File: src/rtl/median_filter_pkg.sv
// median_filter_pkg: shared limits, width helper, legality check and sample compare for the median window filter
package median_filter_pkg;

    localparam int MAX_WIN = 15;

    // Width of age tags and the fill counter for a given window length
    function automatic int age_w(input int win);
        return $clog2(win + 1);
    endfunction

    function automatic bit win_ok(input int win, input int dw);
        return win >= 3 && win <= MAX_WIN && win % 2 == 1 && dw >= 2 && dw <= 32;
    endfunction

    // Flipping the sign bit maps two's-complement order onto unsigned order,
    // so one magnitude compare serves both modes
    function automatic logic cmp_gt(input logic [31:0] a, input logic [31:0] b, input int dw, input bit sgn);
        logic [31:0] flip;
        flip = sgn ? 32'd1 << (dw - 1) : 32'd0;
        return (a ^ flip) > (b ^ flip);
    endfunction

endpackage

File: src/rtl/median_sort_slot.sv
// median_sort_slot: one position of the sorted window, holding a sample value and its age tag
//   clk, rst            : clock, asynchronous active-high reset
//   flush               : synchronous return to reset contents
//   upd                 : apply the evict/insert update this cycle
//   prev_*/cur_*/next_* : values and ages of the slot below, this slot and the slot above
//   new_val             : incoming sample
//   del_idx, ins_rank   : position of the evicted entry, rank of the new entry among survivors
//   val, age            : registered slot contents
module median_sort_slot
    import median_filter_pkg::*;
#(
    parameter int IDX        = 0,
    parameter int DATA_WIDTH = 16,
    parameter int WIN        = 5,
    parameter int AW         = age_w(WIN)
) (
    input  logic                  clk,
    input  logic                  rst,
    input  logic                  flush,
    input  logic                  upd,
    input  logic [DATA_WIDTH-1:0] prev_val,
    input  logic [AW-1:0]         prev_age,
    input  logic [DATA_WIDTH-1:0] cur_val,
    input  logic [AW-1:0]         cur_age,
    input  logic [DATA_WIDTH-1:0] next_val,
    input  logic [AW-1:0]         next_age,
    input  logic [DATA_WIDTH-1:0] new_val,
    input  logic [AW-1:0]         del_idx,
    input  logic [AW-1:0]         ins_rank,
    output logic [DATA_WIDTH-1:0] val,
    output logic [AW-1:0]         age
);

    localparam logic [AW-1:0] K      = AW'(IDX);
    localparam logic [AW-1:0] NEWEST = AW'(WIN - 1);

    logic [DATA_WIDTH-1:0] shift_val, nxt_val;
    logic [AW-1:0]         shift_age, nxt_age;

    // Below the insertion rank a slot takes the survivor at its own index, which sits one
    // place higher once past the gap; above it the slot takes the survivor one index lower
    always_comb begin
        shift_val = (K < ins_rank) ? ((K < del_idx) ? cur_val : next_val) : ((K <= del_idx) ? prev_val : cur_val);
        shift_age = (K < ins_rank) ? ((K < del_idx) ? cur_age : next_age) : ((K <= del_idx) ? prev_age : cur_age);
        nxt_val   = (K == ins_rank) ? new_val : shift_val;
        nxt_age   = (K == ins_rank) ? NEWEST : shift_age - 1'b1;
    end

    always_ff @(posedge clk or posedge rst) begin
        if (rst) begin
            val <= '0;
            age <= K;
        end else if (flush) begin
            val <= '0;
            age <= K;
        end else if (upd) begin
            val <= nxt_val;
            age <= nxt_age;
        end
    end

endmodule

File: src/rtl/median_window_filter.sv
// median_window_filter: running median over the last WIN samples, kept as an age-tagged sorted array
//   clk_i, rst_i           : clock, asynchronous active-high reset
//   flush_i                : synchronous window clear
//   src_vld_i, src_data_i  : input sample strobe and value
//   mid_vld_o, mid_data_o  : median strobe and value, two clocks after the sample
//   win_full_o             : window holds WIN real samples since reset/flush
module median_window_filter
    import median_filter_pkg::*;
#(
    parameter int DATA_WIDTH  = 16,
    parameter int WIN         = 5,
    parameter bit SIGNED_MODE = 0,
    parameter bit PRIME_MODE  = 0
) (
    input  logic                  clk_i,
    input  logic                  rst_i,
    input  logic                  flush_i,
    input  logic                  src_vld_i,
    input  logic [DATA_WIDTH-1:0] src_data_i,
    output logic                  mid_vld_o,
    output logic [DATA_WIDTH-1:0] mid_data_o,
    output logic                  win_full_o
);

    localparam int            AW   = age_w(WIN);
    localparam int            MID  = (WIN - 1) / 2;
    localparam logic [AW-1:0] FULL = AW'(WIN);

    if (!win_ok(WIN, DATA_WIDTH)) begin : g_bad_param
        $error("median_window_filter: WIN must be odd in 3..%0d and DATA_WIDTH in 2..32", MAX_WIN);
    end

    logic                  s1_vld, s2_vld, emit;
    logic [DATA_WIDTH-1:0] s1_data;
    logic [AW-1:0]         cnt, del_idx, ins_rank;
    logic [WIN-1:0]        gt;
    logic [DATA_WIDTH-1:0] val [WIN];
    logic [AW-1:0]         age [WIN];

    // The oldest entry always carries age 0; the new sample ranks above every
    // surviving entry it is strictly greater than
    always_comb begin
        gt       = '0;
        del_idx  = '0;
        ins_rank = '0;
        for (int k = 0; k < WIN; k++) begin
            gt[k] = cmp_gt(32'(s1_data), 32'(val[k]), DATA_WIDTH, SIGNED_MODE);
            if (age[k] == '0) del_idx = AW'(k);
        end
        for (int k = 0; k < WIN; k++)
            if (gt[k] && AW'(k) != del_idx) ins_rank = ins_rank + 1'b1;
    end

    for (genvar k = 0; k < WIN; k++) begin : g_slot
        median_sort_slot #(
            .IDX       (k),
            .DATA_WIDTH(DATA_WIDTH),
            .WIN       (WIN),
            .AW        (AW)
        ) u_slot (
            .clk     (clk_i),
            .rst     (rst_i),
            .flush   (flush_i),
            .upd     (s1_vld),
            .prev_val(val[(k == 0) ? 0 : k - 1]),
            .prev_age(age[(k == 0) ? 0 : k - 1]),
            .cur_val (val[k]),
            .cur_age (age[k]),
            .next_val(val[(k == WIN - 1) ? k : k + 1]),
            .next_age(age[(k == WIN - 1) ? k : k + 1]),
            .new_val (s1_data),
            .del_idx (del_idx),
            .ins_rank(ins_rank),
            .val     (val[k]),
            .age     (age[k])
        );
    end

    // cnt already reflects the sample now in S3, so priming releases on the filling sample
    assign emit       = s2_vld && (!PRIME_MODE || cnt == FULL);
    assign win_full_o = cnt == FULL;

    always_ff @(posedge clk_i or posedge rst_i) begin
        if (rst_i) begin
            s1_vld     <= 1'b0;
            s1_data    <= '0;
            s2_vld     <= 1'b0;
            cnt        <= '0;
            mid_vld_o  <= 1'b0;
            mid_data_o <= '0;
        end else begin
            s1_vld    <= src_vld_i;
            s1_data   <= src_data_i;
            s2_vld    <= s1_vld && !flush_i;
            cnt       <= flush_i ? '0 : (s1_vld && cnt != FULL) ? cnt + 1'b1 : cnt;
            mid_vld_o <= emit;
            if (emit) mid_data_o <= val[MID];
        end
    end

endmodule

File: config.mk
export PLATFORM = sky130hd
export DESIGN_NAME = median_window_filter
export DESIGN_NICKNAME = d
export VERILOG_FILES = /design/src/rtl/median_filter_pkg.sv /design/src/rtl/median_sort_slot.sv /design/src/rtl/median_window_filter.sv
export SDC_FILE = /design/constraint.sdc
export NUM_CORES = 1
export LEC_CHECK = 0
export ABC_AREA = 1
export CORE_MARGIN = 8
export CORE_UTILIZATION = 50
export DETAILED_ROUTE_END_ITERATION = 16
export PLACE_DENSITY = 0.67
export SYNTH_ARGS = -nofsm -noshare
export SYNTH_HDL_FRONTEND = slang
export SYNTH_HIERARCHICAL = 1
export SYNTH_SLANG_ARGS = --single-unit
File: constraint.sdc
create_clock -name clk_i -period 5.85 [get_ports clk_i]
set_clock_uncertainty 0.2 [all_clocks]
set_input_delay 1.17 -clock clk_i [delete_from_list [all_inputs] [get_ports clk_i]]
set_output_delay 1.17 -clock clk_i [all_outputs]
set_load 0.1 [all_outputs]
==> impl_table.tex, run 1 <==
\begin{tabular}{lr}
\hline
Metric & Value \\
\hline
\multicolumn{2}{l}{\textbf{Min path}} \\
Worst Hold Endpoint & cnt[2] \\
Hold Startpoint & cnt[2] \\
Hold Path Cell Cnt & 1 \\
Type of the most critical hold path & reg -> reg \\
\multicolumn{2}{l}{\textbf{Yosys}} \\
Fraction of synthesized cell area taken by the top area cell type & 0.275 \\
Syn avg cell area & 6.94 um\^{}2 \\
Async set or reset register ratio after synthesis & 1.00 \\
Post-synthesis sequential element count & 133 \\
Yosys warnings & 6 \\
Post-Synthesis Cell Area & 11600 um\^{}2 \\
Synthesized instance count & 1675 \\
Most common flop cell mapped by yosys & sky130\_fd\_sc\_hd\_\_dfrtp\_1 \\
Proportion of synthesized chip area in sequential cells & 0.287 \\
Number of nets produced by synthesis & 1786 \\
Leading post-synthesis cells by cell area & sky130\_fd\_sc\_hd\_\_dfrtp\_1 (28\%), sky130\_fd\_sc\_hd\_\_nand2\_1 (17\%), sky130\_fd\_sc\_hd\_\_ha\_1 (9.8\%) \\
Unique masters post-synth & 59 \\
Number of flops mapped to enable cells by yosys & 0 \\
Library cell with the largest summed area after synthesis & sky130\_fd\_sc\_hd\_\_dfrtp\_1 \\
\multicolumn{2}{l}{\textbf{Routing}} \\
Residual DRC count & 0 \\
Number of search-and-repair iterations in the first detailed-routing pass & 5 \\
Met2 wire length & 15200 um \\
Iteration-0 DRC count of the detailed router & 984 \\
Routed length on met1 & 15300 um \\
Routed length on met3 & 1920 um \\
Via count of the routed design & 11000 \\
Average via count per standard cell & 5.51 \\
Average wire length per cell after detail routing & 16.6 um \\
Wire length reported by the detailed router & 33000 um \\
Highest routed layer & met4 \\
Remaining antenna violation count after routing & 0 \\
\multicolumn{2}{l}{\textbf{Clock network}} \\
Clk Latency, worst-skew pair & 440 ps \\
CTS tree & done \\
Clk sinks & 133 \\
Max clock buf depth & 2 \\
Root Buffer & sky130\_fd\_sc\_hd\_\_clkbuf\_16 \\
Clock buffers created by TritonCTS & 17 \\
Clock-pin slew on the worst setup and hold paths & 80 ps \\
CTS H-Tree Depth & 4 \\
Count of hold buffers inserted by post-cts repair & 0 \\
\multicolumn{2}{l}{\textbf{Timing}} \\
RSZ-0062 raised after global routing & false \\
Fmax & 186 MHz \\
Slew Viols, Final & 0 \\
Worst slew margin relative to its limit & 0.339 \\
Time the final worst path needs with I/O delays and setup & 5370 ps \\
Post-Route Setup TNS & 0 ps \\
Worst-margin pin slew & 989 ps \\
Final critical-path share of the clock period & 0.918 \\
Final setup violating endpoints & 0 \\
Final Hold Violating Endpoints & 0 \\
Final Worst Setup Slack & 480 ps \\
\multicolumn{2}{l}{\textbf{GRT}} \\
Via count of the first global-routing pass & 10200 \\
Final global-route overflow total & 0 \\
Total GRT Usage & 0.237 \\
Pin count of the biggest net entering global routing & 39 \\
Number of antenna violations at the first check in global routing & 0 \\
Wire length of the first global-routing pass & 54900 um \\
\multicolumn{2}{l}{\textbf{Worst setup path}} \\
Element type at the critical path end & register \\
RR Endpoint & g\_slot[1].u\_slot/age[1] \\
Data arrival time of the critical path & 5500 ps \\
Worst stage delay on the critical path & 620 ps \\
Number of buffers and inverters on the critical path & 4 \\
Worst R2R Path Depth & 25 \\
CP Data Required Time & 5980 ps \\
R2r setup slk & 480 ps \\
Reg-to-reg startpoint & s1\_data[3] \\
Startpoint type of the worst setup path & register \\
Top cell family by delay on the critical path & simple AND/OR/NAND/NOR gates \\
Highest-delay cell along the critical path & sky130\_fd\_sc\_hd\_\_dfrtp\_1 \\
Largest fanout on the critical path & 10 \\
Most frequent cell on the critical path & sky130\_fd\_sc\_hd\_\_nand2\_1 \\
Start-to-end type of the worst setup path & reg -> reg \\
\multicolumn{2}{l}{\textbf{Final layout}} \\
Leading cell types in the layout, fill and taps excluded & sky130\_fd\_sc\_hd\_\_nand2\_1 (523), sky130\_fd\_sc\_hd\_\_inv\_1 (226), sky130\_fd\_sc\_hd\_\_nand3\_1 (167) \\
Antenna cells & 0 \\
Layout cells sized above 1 & 0.105 \\
Final design utilization & 0.547 \\
FILL cells & 2258 \\
Non-filler cells in the finished layout & 1989 \\
Most common cell after layout, fill and taps aside & sky130\_fd\_sc\_hd\_\_nand2\_1 \\
Total Nets Final & 1797 \\
Synthesis-to-finish area growth & 8.71\% \\
\multicolumn{2}{l}{\textbf{Placement}} \\
Count of input and output buffers & 37 \\
Placed cell count & 1957 \\
Placement Setup Slack & 603 ps \\
Global placer's final weighted congestion & 0.918 \\
Post-detailed-placement half-perimeter wirelength & 24500 um \\
\multicolumn{2}{l}{\textbf{Status}} \\
Outcome & finished clean \\
\multicolumn{2}{l}{\textbf{Floorplan}} \\
Die span in x & 169 um \\
Effective utilization at floorplan & 0.503 \\
Full die area & 28400 um\^{}2 \\
Core Rows & 56 \\
Chip Height & 169 um \\
Floorplan Core Area & 23100 um\^{}2 \\
Number of I/O pins & 38 \\
\multicolumn{2}{l}{\textbf{Run}} \\
Count of max-cap constraint violations & 0 \\
\hline
\end{tabular}
state kept, by name, summed over array words and instances (netlist names):
signal	flops
s1_data	16
g_slot.u_slot/val	80
mid_data_o	16
emit	1
s1_vld	1
g_slot.u_slot/age	15
mid_vld_o	1
cnt	3
how the worst max path moves through the flow:
stage | slack (ps) | end | depth (start not counted) | startpoint
2_1_floorplan | 950 | g_slot[2].u_slot/age[1] | 28 | g_slot[4].u_slot/age[2]
6_report | 480 | g_slot[1].u_slot/age[1] | 25 | s1_data[3]
3_5_place_dp | 600 | g_slot[3].u_slot/val[15] | 26 | s1_data[3]
5_1_grt | 70 | g_slot[3].u_slot/age[2] | 32 | s1_data[2]
4_1_cts | 550 | g_slot[3].u_slot/val[15] | 26 | s1_data[3]
3_3_place_gp | 710 | g_slot[1].u_slot/age[1] | 25 | s1_data[2]
layout make-up:
| type | count | area, um^2 | area share |
|---|---|---|---|
| Sequential cell | 133 | 3330 | 0.264 |
| Clock inverter | 15 | 183 | 0.0144 |
| Inverter | 239 | 912 | 0.0721 |
| Timing Repair Buffer | 63 | 566 | 0.0447 |
| Tap cell | 290 | 363 | 0.0287 |
| Clock buffer | 17 | 425 | 0.0336 |
| Multi-Input combinational cell | 1232 | 6860 | 0.543 |
cells in the mapped netlist (3+ instances only):
| cell | n |
|---|---|
| sky130_fd_sc_hd__a21oi_1 | 93 |
| sky130_fd_sc_hd__a32o_1 | 3 |
| sky130_fd_sc_hd__buf_2 | 27 |
| sky130_fd_sc_hd__buf_4 | 11 |
| sky130_fd_sc_hd__buf_6 | 18 |
| sky130_fd_sc_hd__clkbuf_1 | 9 |
| sky130_fd_sc_hd__dfrtp_1 | 128 |
| sky130_fd_sc_hd__dfstp_2 | 5 |
| sky130_fd_sc_hd__ha_1 | 91 |
| sky130_fd_sc_hd__inv_1 | 226 |
| sky130_fd_sc_hd__inv_2 | 8 |
| sky130_fd_sc_hd__inv_4 | 4 |
| sky130_fd_sc_hd__nand2_1 | 524 |
| sky130_fd_sc_hd__nand2_2 | 31 |
| sky130_fd_sc_hd__nand2_4 | 4 |
| sky130_fd_sc_hd__nand3_1 | 167 |
| sky130_fd_sc_hd__nand3_2 | 18 |
| sky130_fd_sc_hd__nand4_1 | 6 |
| sky130_fd_sc_hd__nor2_1 | 45 |
| sky130_fd_sc_hd__nor2_2 | 8 |
| sky130_fd_sc_hd__nor2_4 | 7 |
| sky130_fd_sc_hd__nor3_1 | 5 |
| sky130_fd_sc_hd__o2111ai_1 | 14 |
| sky130_fd_sc_hd__o211ai_1 | 17 |
| sky130_fd_sc_hd__o211ai_2 | 22 |
| sky130_fd_sc_hd__o21a_1 | 20 |
| sky130_fd_sc_hd__o21ai_0 | 76 |
| sky130_fd_sc_hd__o21ai_1 | 30 |
| sky130_fd_sc_hd__o21bai_1 | 3 |
| sky130_fd_sc_hd__or2_0 | 18 |
what timing repair did:
item,in CTS,in global routing
resized for setup,0,1
setup endpoints to repair,0,1
setup buffers,0,0
through the flow:
step                      cell area [um^2]  hold WS [ps]
after global placement               12000           282
after detailed placement             12000           283
final                                12600           294
after floorplan                      11600           215
after CTS                            12600           296
after global routing                 12600           339
routing by layer:
layer  vias up  GRT usage
met5         -          0
met4         0     0.0730
met3        37     0.0398
met2       321      0.387
met1      5123      0.316
li1       5486          -
cells by family (layout without fill, tap and decap cells):
family | Yosys count | count (layout) | share of synthesized area
and+or+nand+nor | 843 | 843 | 0.328
buffers and inverters | 310 | 334 | 0.124
AOI/OAI and AO/OA | 296 | 296 | 0.162
DFF | 133 | 133 | 0.287
adders and majority gates | 91 | 91 | 0.0979
muxes | 2 | 2 | 0.00183
Power of run 1 is left out: the tool's default activity adds up to more than one toggle a clock period on the data nets, which glitch-free logic cannot reach.
==> run 2: changes to the inputs <==
--- a/config.mk
+++ b/config.mk
@@ -11,3 +11,3 @@
 export DETAILED_ROUTE_END_ITERATION = 16
-export PLACE_DENSITY = 0.67
+export PLACE_DENSITY = 0.7
 export SYNTH_ARGS = -nofsm -noshare
==> constraint.sdc (replaced) <==
create_clock -name clk_i -period 4.9 [get_ports clk_i]
set_clock_uncertainty 0.2 [all_clocks]
set_input_delay 0.49 -clock clk_i [delete_from_list [all_inputs] [get_ports clk_i]]
set_output_delay 0.49 -clock clk_i [all_outputs]
set_load 0.1 [all_outputs]
==> run 2 against run 1 <==
  * Wire length up 3.4%
  * Sequential cell count stayed put
  * Die area unchanged
  * Worst setup slack worse by 230 ps
  * Critical path depth grew 3
  * Critical endpoint is now g_slot[2].u_slot/val[0]
  * Largest cell class unchanged
==> impl_table.tex, run 2 (synthesis gave the netlist of run 1 again) <==
\begin{tabular}{lr}
\hline
Metric & Value \\
\hline
\multicolumn{2}{l}{\textbf{Final layout}} \\
Combined flip-flop and latch cell area & 3340 um\^{}2 (about the same) \\
Non-filler cells in the finished layout & 2031 (+2.1\%) \\
Register name with the most flops & g\_slot.u\_slot/val \\
Flip-flop count of the largest register after layout & 80 (unchanged) \\
Synthesis-to-finish area growth & 12.3\% \\
Total Nets Final & 1839 (+2.3\%) \\
Cell area after layout & 13100 um\^{}2 (+3.3\%) \\
Most common cell after layout, fill and taps aside & sky130\_fd\_sc\_hd\_\_nand2\_1 \\
Largest registers in the final layout & g\_slot.u\_slot/val (80), mid\_data\_o (16), s1\_data (16) \\
Leading cell types in the layout, fill and taps excluded & sky130\_fd\_sc\_hd\_\_nand2\_1 (520), sky130\_fd\_sc\_hd\_\_inv\_1 (226), sky130\_fd\_sc\_hd\_\_nand3\_1 (166) \\
Antenna cells & 0 (unchanged) \\
Layout cells sized above 1 & 0.137 (+0.0313) \\
FILL cells & 2218 (-1.8\%) \\
Area taken by multi-input logic gates & 6960 um\^{}2 (+1.4\%) \\
\multicolumn{2}{l}{\textbf{Min path}} \\
Hold Startpoint & src\_data\_i[0] \\
Hold Path Cell Cnt & 1 (unchanged) \\
Worst Hold Endpoint & s1\_data[0] \\
Type of the most critical hold path & in -> reg \\
\multicolumn{2}{l}{\textbf{Worst setup path}} \\
Data arrival time of the critical path & 4770 ps (-730 ps) \\
Start-to-end type of the worst setup path & reg -> reg \\
Reg-to-reg startpoint & g\_slot[1].u\_slot/val[1] \\
RR Endpoint & g\_slot[2].u\_slot/val[0] \\
Highest-delay cell along the critical path & sky130\_fd\_sc\_hd\_\_dfrtp\_1 \\
R2r setup slk & 250 ps (-230 ps) \\
Worst R2R Path Depth & 28 (+12\%) \\
Largest fanout on the critical path & 34 (+24) \\
Element type at the critical path end & register \\
CP Data Required Time & 5020 ps (-960 ps) \\
Startpoint type of the worst setup path & register \\
Worst stage delay on the critical path & 370 ps (-250 ps) \\
\multicolumn{2}{l}{\textbf{Timing}} \\
Worst hold slack across all endpoints & 292 ps (-2.42 ps) \\
Fmax & 215 MHz (+15\%) \\
Final setup violating endpoints & 0 (unchanged) \\
Time the final worst path needs with I/O delays and setup & 4650 ps (-720 ps) \\
Worst-margin pin slew & 1000 ps (+13.0 ps) \\
Final critical-path share of the clock period & 0.949 (+0.0311) \\
Slew Viols, Final & 0 (unchanged) \\
Worst slew margin relative to its limit & 0.330 (-0.00871) \\
Final Hold Violating Endpoints & 0 (unchanged) \\
\multicolumn{2}{l}{\textbf{Floorplan}} \\
Number of I/O pins & 38 (unchanged) \\
Effective utilization at floorplan & 0.503 (unchanged) \\
Floorplan Core Area & 23100 um\^{}2 (unchanged) \\
Core Rows & 56 (unchanged) \\
Die span in x & 169 um (unchanged) \\
Chip Height & 169 um (unchanged) \\
Full die area & 28400 um\^{}2 (unchanged) \\
\multicolumn{2}{l}{\textbf{Clock network}} \\
Clock buffers created by TritonCTS & 17 (unchanged) \\
Max clock buf depth & 2 (unchanged) \\
Clock-pin slew on the worst setup and hold paths & 70 ps (about the same) \\
CTS H-Tree Depth & 4 (unchanged) \\
CTS tree & done \\
Clk Latency, worst-skew pair & 430 ps (about the same) \\
Root Buffer & sky130\_fd\_sc\_hd\_\_clkbuf\_16 \\
Clk sinks & 133 (unchanged) \\
\multicolumn{2}{l}{\textbf{Routing}} \\
Residual DRC count & 0 (unchanged) \\
Average wire length per cell after detail routing & 16.8 um (+1.2\%) \\
Iteration-0 DRC count of the detailed router & 968 (-1.6\%) \\
Via count of the routed design & 11200 (+2.2\%) \\
Number of search-and-repair iterations in the first detailed-routing pass & 5 (unchanged) \\
Wire length reported by the detailed router & 34100 um (+3.4\%) \\
Average via count per standard cell & 5.52 (about the same) \\
Remaining antenna violation count after routing & 0 (unchanged) \\
\multicolumn{2}{l}{\textbf{GRT}} \\
Via count of the first global-routing pass & 10400 (+1.8\%) \\
Final global-route overflow total & 0 (unchanged) \\
Pin count of the biggest net entering global routing & 39 (unchanged) \\
Wire length of the first global-routing pass & 55400 um (+0.93\%) \\
Number of antenna violations at the first check in global routing & 0 (unchanged) \\
Total GRT Usage & 0.241 (+0.00409) \\
\multicolumn{2}{l}{\textbf{Status}} \\
Outcome & finished clean \\
\multicolumn{2}{l}{\textbf{Placement}} \\
Post-detailed-placement half-perimeter wirelength & 25500 um (+3.9\%) \\
Global placer's final weighted congestion & 0.934 (+1.8\%) \\
Placed cell count & 1993 (+1.8\%) \\
Count of input and output buffers & 37 (unchanged) \\
Area of placed instances & 12300 um\^{}2 (+2.3\%) \\
\multicolumn{2}{l}{\textbf{Run}} \\
Count of max-cap constraint violations & 0 (unchanged) \\
\hline
\end{tabular}
[run 2: cell types whose count changed in the layout (fill, tap and decap cells not counted), sizes merged]
cell      before  now
clkinvlp       1    2
bufinv         0    1
clkbuf        17   18
inv          247  250
buf           26   68
clkinv         6    0
[run 2: layout make-up]
class                   instances  area share
clock buffers                  18      0.0336
multi-input cells            1232       0.533
clock inverters                14      0.0116
repair buffers                105      0.0692
flip-flops and latches        133       0.255
inverters                     239      0.0698
well taps                     290      0.0278
[run 2: how the worst max path moves through the flow]
stage	start	slack, ps	to
floorplan	g_slot[4].u_slot/age[2]	170	g_slot[2].u_slot/age[1]
global placement	s1_data[3]	-10	g_slot[1].u_slot/age[1]
detailed placement	s1_data[3]	-20	g_slot[1].u_slot/age[1]
CTS	s1_data[15]	50	g_slot[1].u_slot/age[1]
global route	g_slot[1].u_slot/val[1]	-40	g_slot[1].u_slot/age[2]
finish	g_slot[1].u_slot/val[1]	250	g_slot[2].u_slot/val[0]
[run 2: routing by layer]
layer,vias up,global-route usage,share of wire
met3,44,0.0424,0.062
met2,366,0.387,0.46
met5,-,0,0
li1,5563,-,-
met4,0,0.0862,0.025
met1,5234,0.321,0.46
[run 2: what timing repair did]
action                     4_1_cts  5_1_grt
hold endpoints to repair         0        0
pin swaps                        0       10
gates resized for setup          1       23
hold buffers                     0        0
setup endpoints to repair        2       90
buffers inserted                 0        6
[run 2: worst max-delay path, delay by kind of cell, from the launching register on]
kind	cells	cell delay, ps
adder cells (fa/ha/maj)	4	1040
flip-flops	1	370
AND/OR/NAND/NOR	13	1370
AO/OA/AOI/OAI	4	780
buffers and inverters	7	760
[run 2: metrics by stage]
stage	utilization	setup TNS, ps	worst slack, ps
2_1_floorplan	-	0	167
3_3_place_gp	0.532	-11.1	-11.1
3_5_place_dp	0.532	-23.2	-23.2
4_1_cts	0.558	0	47.5
5_1_grt	0.565	-137	-40.9
6_report	0.565	0	249
Power of run 2 is left out for the same reason.
